$ cat src/rtl/cpu_pkg.sv
// cpu_pkg: shared datapath widths, operand types and the shifter opcode encoding
package cpu_pkg;
  localparam int DATA_W = 16;
  localparam int NREGS = 8;
  localparam int AW = $clog2(NREGS);
  typedef logic [AW-1:0] reg_addr_t;
  typedef logic [DATA_W-1:0] word_t;
  typedef enum logic [1:0] {
    NOSHIFT = 2'b00,
    LSL     = 2'b01,
    LSR     = 2'b10,
    ASR     = 2'b11
  } shift_op_t;
endpackage

$ cat src/rtl/operand_stage_if.sv
// operand_stage_if: register-file write port, operand loads and operand outputs
interface operand_stage_if import cpu_pkg::*; ();
  logic      write;
  reg_addr_t writenum;
  word_t     data_in;
  reg_addr_t readnum;
  logic      loada;
  logic      loadb;
  word_t     a_out;
  word_t     b_out;
  logic      b_valid;
  modport master (
    output write, writenum, data_in, readnum, loada, loadb,
    input  a_out, b_out, b_valid
  );
  modport slave (
    input  write, writenum, data_in, readnum, loada, loadb,
    output a_out, b_out, b_valid
  );
endinterface

$ cat src/rtl/operand_stage_regfile.sv
// regfile: 8x16 storage with one write port and a write-through forwarded read
module regfile import cpu_pkg::*; (
  input  logic      clk,
  input  logic      rst,
  input  logic      write_i,
  input  reg_addr_t writenum_i,
  input  word_t     data_in_i,
  input  reg_addr_t readnum_i,
  output word_t     rd_o
);
  word_t mem_q [NREGS];
  word_t mem_d [NREGS];
  always_comb begin
    mem_d = mem_q;
    if (write_i) mem_d[writenum_i] = data_in_i;
  end
  always_ff @(posedge clk or posedge rst) begin
    if (rst) mem_q <= '{default: '0};
    else mem_q <= mem_d;
  end
  assign rd_o = (write_i && writenum_i == readnum_i) ? data_in_i : mem_q[readnum_i];
endmodule

$ cat src/rtl/operand_stage.sv
// operand_stage: register file plus A/B operand registers feeding the ALU and shifter
module operand_stage import cpu_pkg::*; (
  input logic clk,
  input logic rst,
  operand_stage_if.slave bus
);
  word_t rd;
  word_t a_q, a_d, b_q, b_d;
  logic  bv_q, bv_d;
  regfile u_rf (
    .clk       (clk),
    .rst       (rst),
    .write_i   (bus.write),
    .writenum_i(bus.writenum),
    .data_in_i (bus.data_in),
    .readnum_i (bus.readnum),
    .rd_o      (rd)
  );
  always_comb begin
    a_d  = bus.loada ? rd : a_q;
    b_d  = bus.loadb ? rd : b_q;
    bv_d = bv_q | bus.loadb;
  end
  always_ff @(posedge clk or posedge rst) begin
    if (rst) begin
      a_q  <= '0;
      b_q  <= '0;
      bv_q <= 1'b0;
    end else begin
      a_q  <= a_d;
      b_q  <= b_d;
      bv_q <= bv_d;
    end
  end
  assign bus.a_out   = a_q;
  assign bus.b_out   = b_q;
  assign bus.b_valid = bv_q;
endmodule

$ cat src/flat_wrapper.sv
// flat-port wrapper written by rule: the top's interface ports become plain ports
module operand_stage_flat import cpu_pkg::*;
  (clk, rst, bus_write, bus_writenum, bus_data_in, bus_readnum, bus_loada, bus_loadb, bus_a_out, bus_b_out, bus_b_valid);
  operand_stage_if bus_i ();
  input logic clk;
  input logic rst;
  input wire logic [$bits(bus_i.write)-1:0] bus_write;
  input wire logic [$bits(bus_i.writenum)-1:0] bus_writenum;
  input wire logic [$bits(bus_i.data_in)-1:0] bus_data_in;
  input wire logic [$bits(bus_i.readnum)-1:0] bus_readnum;
  input wire logic [$bits(bus_i.loada)-1:0] bus_loada;
  input wire logic [$bits(bus_i.loadb)-1:0] bus_loadb;
  output wire logic [$bits(bus_i.a_out)-1:0] bus_a_out;
  output wire logic [$bits(bus_i.b_out)-1:0] bus_b_out;
  output wire logic [$bits(bus_i.b_valid)-1:0] bus_b_valid;
  assign bus_i.write = bus_write;
  assign bus_i.writenum = bus_writenum;
  assign bus_i.data_in = bus_data_in;
  assign bus_i.readnum = bus_readnum;
  assign bus_i.loada = bus_loada;
  assign bus_i.loadb = bus_loadb;
  assign bus_a_out = bus_i.a_out;
  assign bus_b_out = bus_i.b_out;
  assign bus_b_valid = bus_i.b_valid;
  operand_stage u_core (.clk(clk), .rst(rst), .bus(bus_i));
endmodule
$ cat config.mk
export PLATFORM = sky130hd
export DESIGN_NAME = operand_stage_flat
export DESIGN_NICKNAME = d
export VERILOG_FILES = /design/src/rtl/cpu_pkg.sv /design/src/rtl/operand_stage_if.sv /design/src/rtl/operand_stage_regfile.sv /design/src/rtl/operand_stage.sv /design/src/flat_wrapper.sv
export SDC_FILE = /design/constraint.sdc
export NUM_CORES = 1
export LEC_CHECK = 0
export CAP_MARGIN = 10
export CORE_MARGIN = 8
export CORE_UTILIZATION = 44
export DETAILED_ROUTE_END_ITERATION = 10
export PLACE_DENSITY = 0.6
export RECOVER_POWER = 50
export SLEW_MARGIN = 15
export SYNTH_ARGS = -nofsm -noshare
export SYNTH_HDL_FRONTEND = slang
export SYNTH_SLANG_ARGS = --single-unit
$ cat constraint.sdc
create_clock -name clk -period 8.7 [get_ports clk]
set_input_delay 2.61 -clock clk [delete_from_list [all_inputs] [get_ports clk]]
set_output_delay 2.61 -clock clk [all_outputs]
set_load 0.02 [all_outputs]
---- Yosys cells after proc, flatten, opt, wreduce, memory -nomap -nowiden ----
Index checks and enable logic that the tools add are counted.
word-level totals
  bits in registers ....................... 161
  input port bits ......................... 27
  output and inout port bits .............. 33
  logic and storage cells ................. 27
operators by class
  $lt $le $gt $ge ......................... 3
  equality and inequality tests ........... 1
  multiplexer cells ....................... 7
  bitwise gates (word level) .............. 3
  reduce and logical (&&, ||, !) cells .... 2
operator list
  cell                                                number
  bitwise mux 128 bit                                 1
  two-way mux 16 bit                                  4
  binary-select mux 16 bit (select 3 bit)             1
  demux 16 bit (select 3 bit)                         1
  >= comparator 4 bit, second input constant          2
  inverter 3 -> 4 bit                                 2
  < comparator 4 x 1 -> 1 bit, second input constant  1
  == test 3 bit                                       1
  logical AND 1 bit                                   2
  OR 1 bit                                            1

---- Longest topological paths before layout ----
  depth in word-level cells ............... 6
  mapped depth ............................ 7
  gate-level depth less buffers ........... 4

---- Cells and area by module ----
Synthesis repeated with hierarchy kept, for this count alone.
unflattened totals
  cells, all modules ...................... 429
  area, all modules ....................... 7,414.6 um^2
modules (own cells, without submodules)
  module         times used  cells each  area an instance (um^2)  seq. area each (um^2)
  regfile        1           358         6,084.6                  3,203.1
  operand_stage  1           71          1,330.0                  825.8

---- Worst setup path after synthesis ----
OpenSTA, ideal clock, no wires.
  path kind ............................... input-to-reg
  from .................................... input port bus_readnum[0]
  to ...................................... register u_core.a_q[0], in the netlist u_core.bus.a_out[0]
  setup time .............................. 126 ps
  arrival time ............................ 3,937 ps
  required time ........................... 8,574 ps
  setup slack ............................. 4,637 ps
  stages on the path ...................... 6
  path buffers ............................ 3
  path through ............................ buf_6 -> buf_8 -> buf_2 -> mux4_2 -> mux2_2 -> a221o_1
on the way
  longest elaborated chain between the ends .. 5
  elaborated cells between the ends (all ways) .. 7
  those cells by class .................... eq/ne: 1; mux: 4; bitwise: 1; reduce/logical: 1
ends and longest elaborated chain
  item                                                   line                         text
  start, declared                                        flat_wrapper.sv:10           input wire logic [$bits(bus_i.readnum)-1:0] bus_readnum;
  inverter 3 -> 4 bit (implied by the code)              operand_stage_regfile.sv:21  assign rd_o = (write_i && writenum_i == readnum_i) ? data_in_i : mem_q[readnum_i];
  binary-select mux 16 bit (select 3 bit)                operand_stage_regfile.sv:21
  two-way mux 16 bit (implied by the code) (2 in a row)  operand_stage_regfile.sv:21
  two-way mux 16 bit *                                   operand_stage_regfile.sv:21
  end signal, assigned                                   operand_stage.sv:26          a_q <= '0;
  end signal, assigned                                   operand_stage.sv:30          a_q <= a_d;
  end, declared                                          operand_stage.sv:8           word_t a_q, a_d, b_q, b_d;
Every way passes the cells marked *; elsewhere a longest branch is shown, timed or not. The select of a mux whose other input is x is not followed.
A chain may end at the register's enable or synchronous reset.

---- Final worst setup path ----
  from .................................... input port bus_readnum[1]
  to ...................................... register u_core.a_q[8], in the netlist u_core.bus.a_out[8]
Same word-level chain as after synthesis.

==> impl_metrics.tcl <==
set metrics [dict create \
    grt_pass1_wl_mm 26.8 \
    hold_path_class "reg -> reg" \
    synthDistinctLibCells 25 \
    seq_area_um2 4030 \
    h-tree-depth 4 \
    port_buffers 59 \
    place_hpwl_mm 10.9 \
    die_area_um2 21100 \
    pwr-share-clk_pct 35.2 \
    clk_latency_ps 420 \
    startpoint_type "input pin" \
    cts_buffers 17 \
    num_vias 4189 \
    tightestPinTransition_ps 1270 \
    avgViaCountPerCell 5.63 \
    setup_tns_ps 0 \
    multi_input_area_um2 3030 \
    cpMaxStageDelayCell "clkdlybuf4s50_1" \
    setup_viol 0 \
    yosysWarnings 0 \
    finalHoldViolCount 0 \
    wl_mm 16.8 \
    first_global_vias 4515 \
    drt_drc_violations_left 0 \
    power_density_nw_per_um2 268 \
    clock_sinks 161 \
    first_pass_iters 4 \
    netlist.area_leader.share_pct 54.8 \
    cp_data_required_time_ps 9050 \
    syn_avg_cell_area_um2 15.6 \
    slew_headroom_pct 15.0 \
    utilization_pct 52.5 \
    mostFrequentLayoutCell "dfrtp_1" \
    start_util_pct 44.6 \
    max_freq_mhz 211 \
    postCtsSetupBuffers 0 \
    die_w_um 145 \
    die_y_um 145 \
    cp-end-kind "register" \
    drv_cap 0 \
    ys_seq_area_share_pct 54.8 \
    n_fill_cell 1393 \
    area_growth_pct 17.6 \
    netSwitchingPower_mw 0.593 \
    insertedDiodeCount 0 \
    layout.cells.most_common_list "dfrtp_1 (161), mux2_2 (143), clkdlybuf4s50_1 (37)" \
    synth_nets 497 \
    rsz0062_at_grt "no" \
    ys_ff_latch 161 \
    wire_per_inst_um 22.6 \
    path_clk_slew_ps 60 \
    dp_cells 712 \
    ir_worst_vdd_v 0.000157 \
    skew_ps 6.72 \
    crit_path_max_fanout 17 \
    crit_type "in -> reg" \
    outcome "finished clean" \
    clockBufferDepth 2 \
    cts-root-buf "clkbuf_16" \
    crit_path_max_incr_delay_ps 940 \
    cp_cell_sequence "clkdlybuf4s50_1 > xnor2_1 > and4_1 > and2_1 > a221o_1" \
    cp.buffers_inverters 1 \
    grt_use_total_pct 16.4 \
    grt_max_degree 98 \
    cts_resized 0 \
    synth_area_um2 7350 \
    core_area_um2 16500 \
    crit_family "buffers and inverters" \
    drt_iter0_markers 201 \
    fp-row-count 47 \
    synth.largest_area_cell "dfrtp_1" \
    p_leak_nw 3.58 \
    cts_tree "yes" \
    power_frac_seq_pct 43.8 \
    swShare_pct 25.6 \
    ant_nets 0 \
    synthCells 470 \
    final_nets 538 \
    pin_count 60 \
    cp.arrival_ps 5080 \
    grt-ovfl-total 0 \
    drive_gt1_share_pct 41.6 \
    layout_min_cycle_time_ps 4730 \
    combPwrFrac_pct 20.9 \
    final_cells 744 \
    antenna_found_initial 0 \
    maxSlewViolCount 0 \
    hold_buffers 0 \
    hold_slack_ps 482 \
    power.internal_mw 1.72 \
    synth_area_leaders "dfrtp_1 (55%), mux2_2 (22%), mux4_2 (8.9%), a221o_1 (4.4%), nor2b_1 (2.7%)" \
    finalCritPeriodShare_pct 54.4 \
    gp_congestion 0.742 \
]
[worst paths after layout]
path	start	endpoint	slack, ps	cells after the start
max	bus_readnum[1]	u_core.bus.a_out[8]	3970	5
min in group asynchronous	rst	u_core.u_rf.mem_q[90]	2880	2
min reg2reg	u_core.bus.b_valid	u_core.bus.b_valid	480	1
max reg2reg	u_core.u_rf.mem_q[111]	u_core.bus.b_out[15]	7090	3
min	u_core.bus.b_valid	u_core.bus.b_valid	480	1
max in group asynchronous	rst	u_core.u_rf.mem_q[83]	4470	3
[cells in the mapped netlist (all sizes together)]
master and instances:
xnor2 3, nand2b 1, mux4 32, nand2 1, nand4 2, inv 1, and2 4, clkbuf 7
nand4b 3, nor3 2, mux2 144, nor2b 32, dfrtp 161, or2 1, and4 1, a221o 32
buf 41, nor3b 2
[cells by family (layout without fill, tap and decap cells)]
family | count (synthesis) | count (layout) | synth area share [%]
AOI/OAI and AO/OA | 32 | 32 | 4.36
xor gates and xnor gates | 3 | 3 | 0.358
buffers and inverters | 49 | 103 | 3.85
DFF | 161 | 161 | 54.8
muxes | 176 | 176 | 32.1
and+or+nand+nor | 49 | 49 | 4.55
[metal layers]
metal / share of wire, % / track usage [%] / vias up / routed length, µm
li1: - / - / 1841 / -
met1: 45 / 20.8 / 2267 / 7590
met2: 51 / 27.6 / 62 / 8590
met3: 2.3 / 3.86 / 19 / 387
met4: 1.3 / 4.95 / 0 / 211
met5: 0 / 0 / - / 0
[state kept, by name, summed over array words and instances (netlist names)]
register            flops
u_core.u_rf.mem_q     128
u_core.bus.b_valid      1
u_core.bus.b_out       16
u_core.bus.a_out       16
[power by group through the flow]
stage          Clock, mW  Sequential (mW)  Combinational (mW)
3_3_place_gp           0             1.02               0.484
3_5_place_dp           0             1.03               0.499
2_1_floorplan          0             1.04               0.305
5_1_grt            0.863             1.03               0.520
6_report           0.816             1.02               0.485
4_1_cts            0.834             1.02               0.500
[stage by stage]
step	power [mW]	area [µm²]	worst slack [ps]
CTS	2.35	8670	3960
detailed placement	1.53	8010	3520
floorplan	1.34	7350	1740
global route	2.42	8650	3840
global placement	1.50	8010	3640
finish	2.32	8650	3970
[final cells by class]
class                      instances  share of cell area [%]
clock buffer                      19                    5.12
clock inverter                    13                    2.42
inverter                           1                   0.101
multi-input combinational        260                    35.1
sequential                       161                    46.6
tap                              220                    3.18
timing repair buffer              70                    7.50
Note: power is estimated with default switching activity, not from simulation.
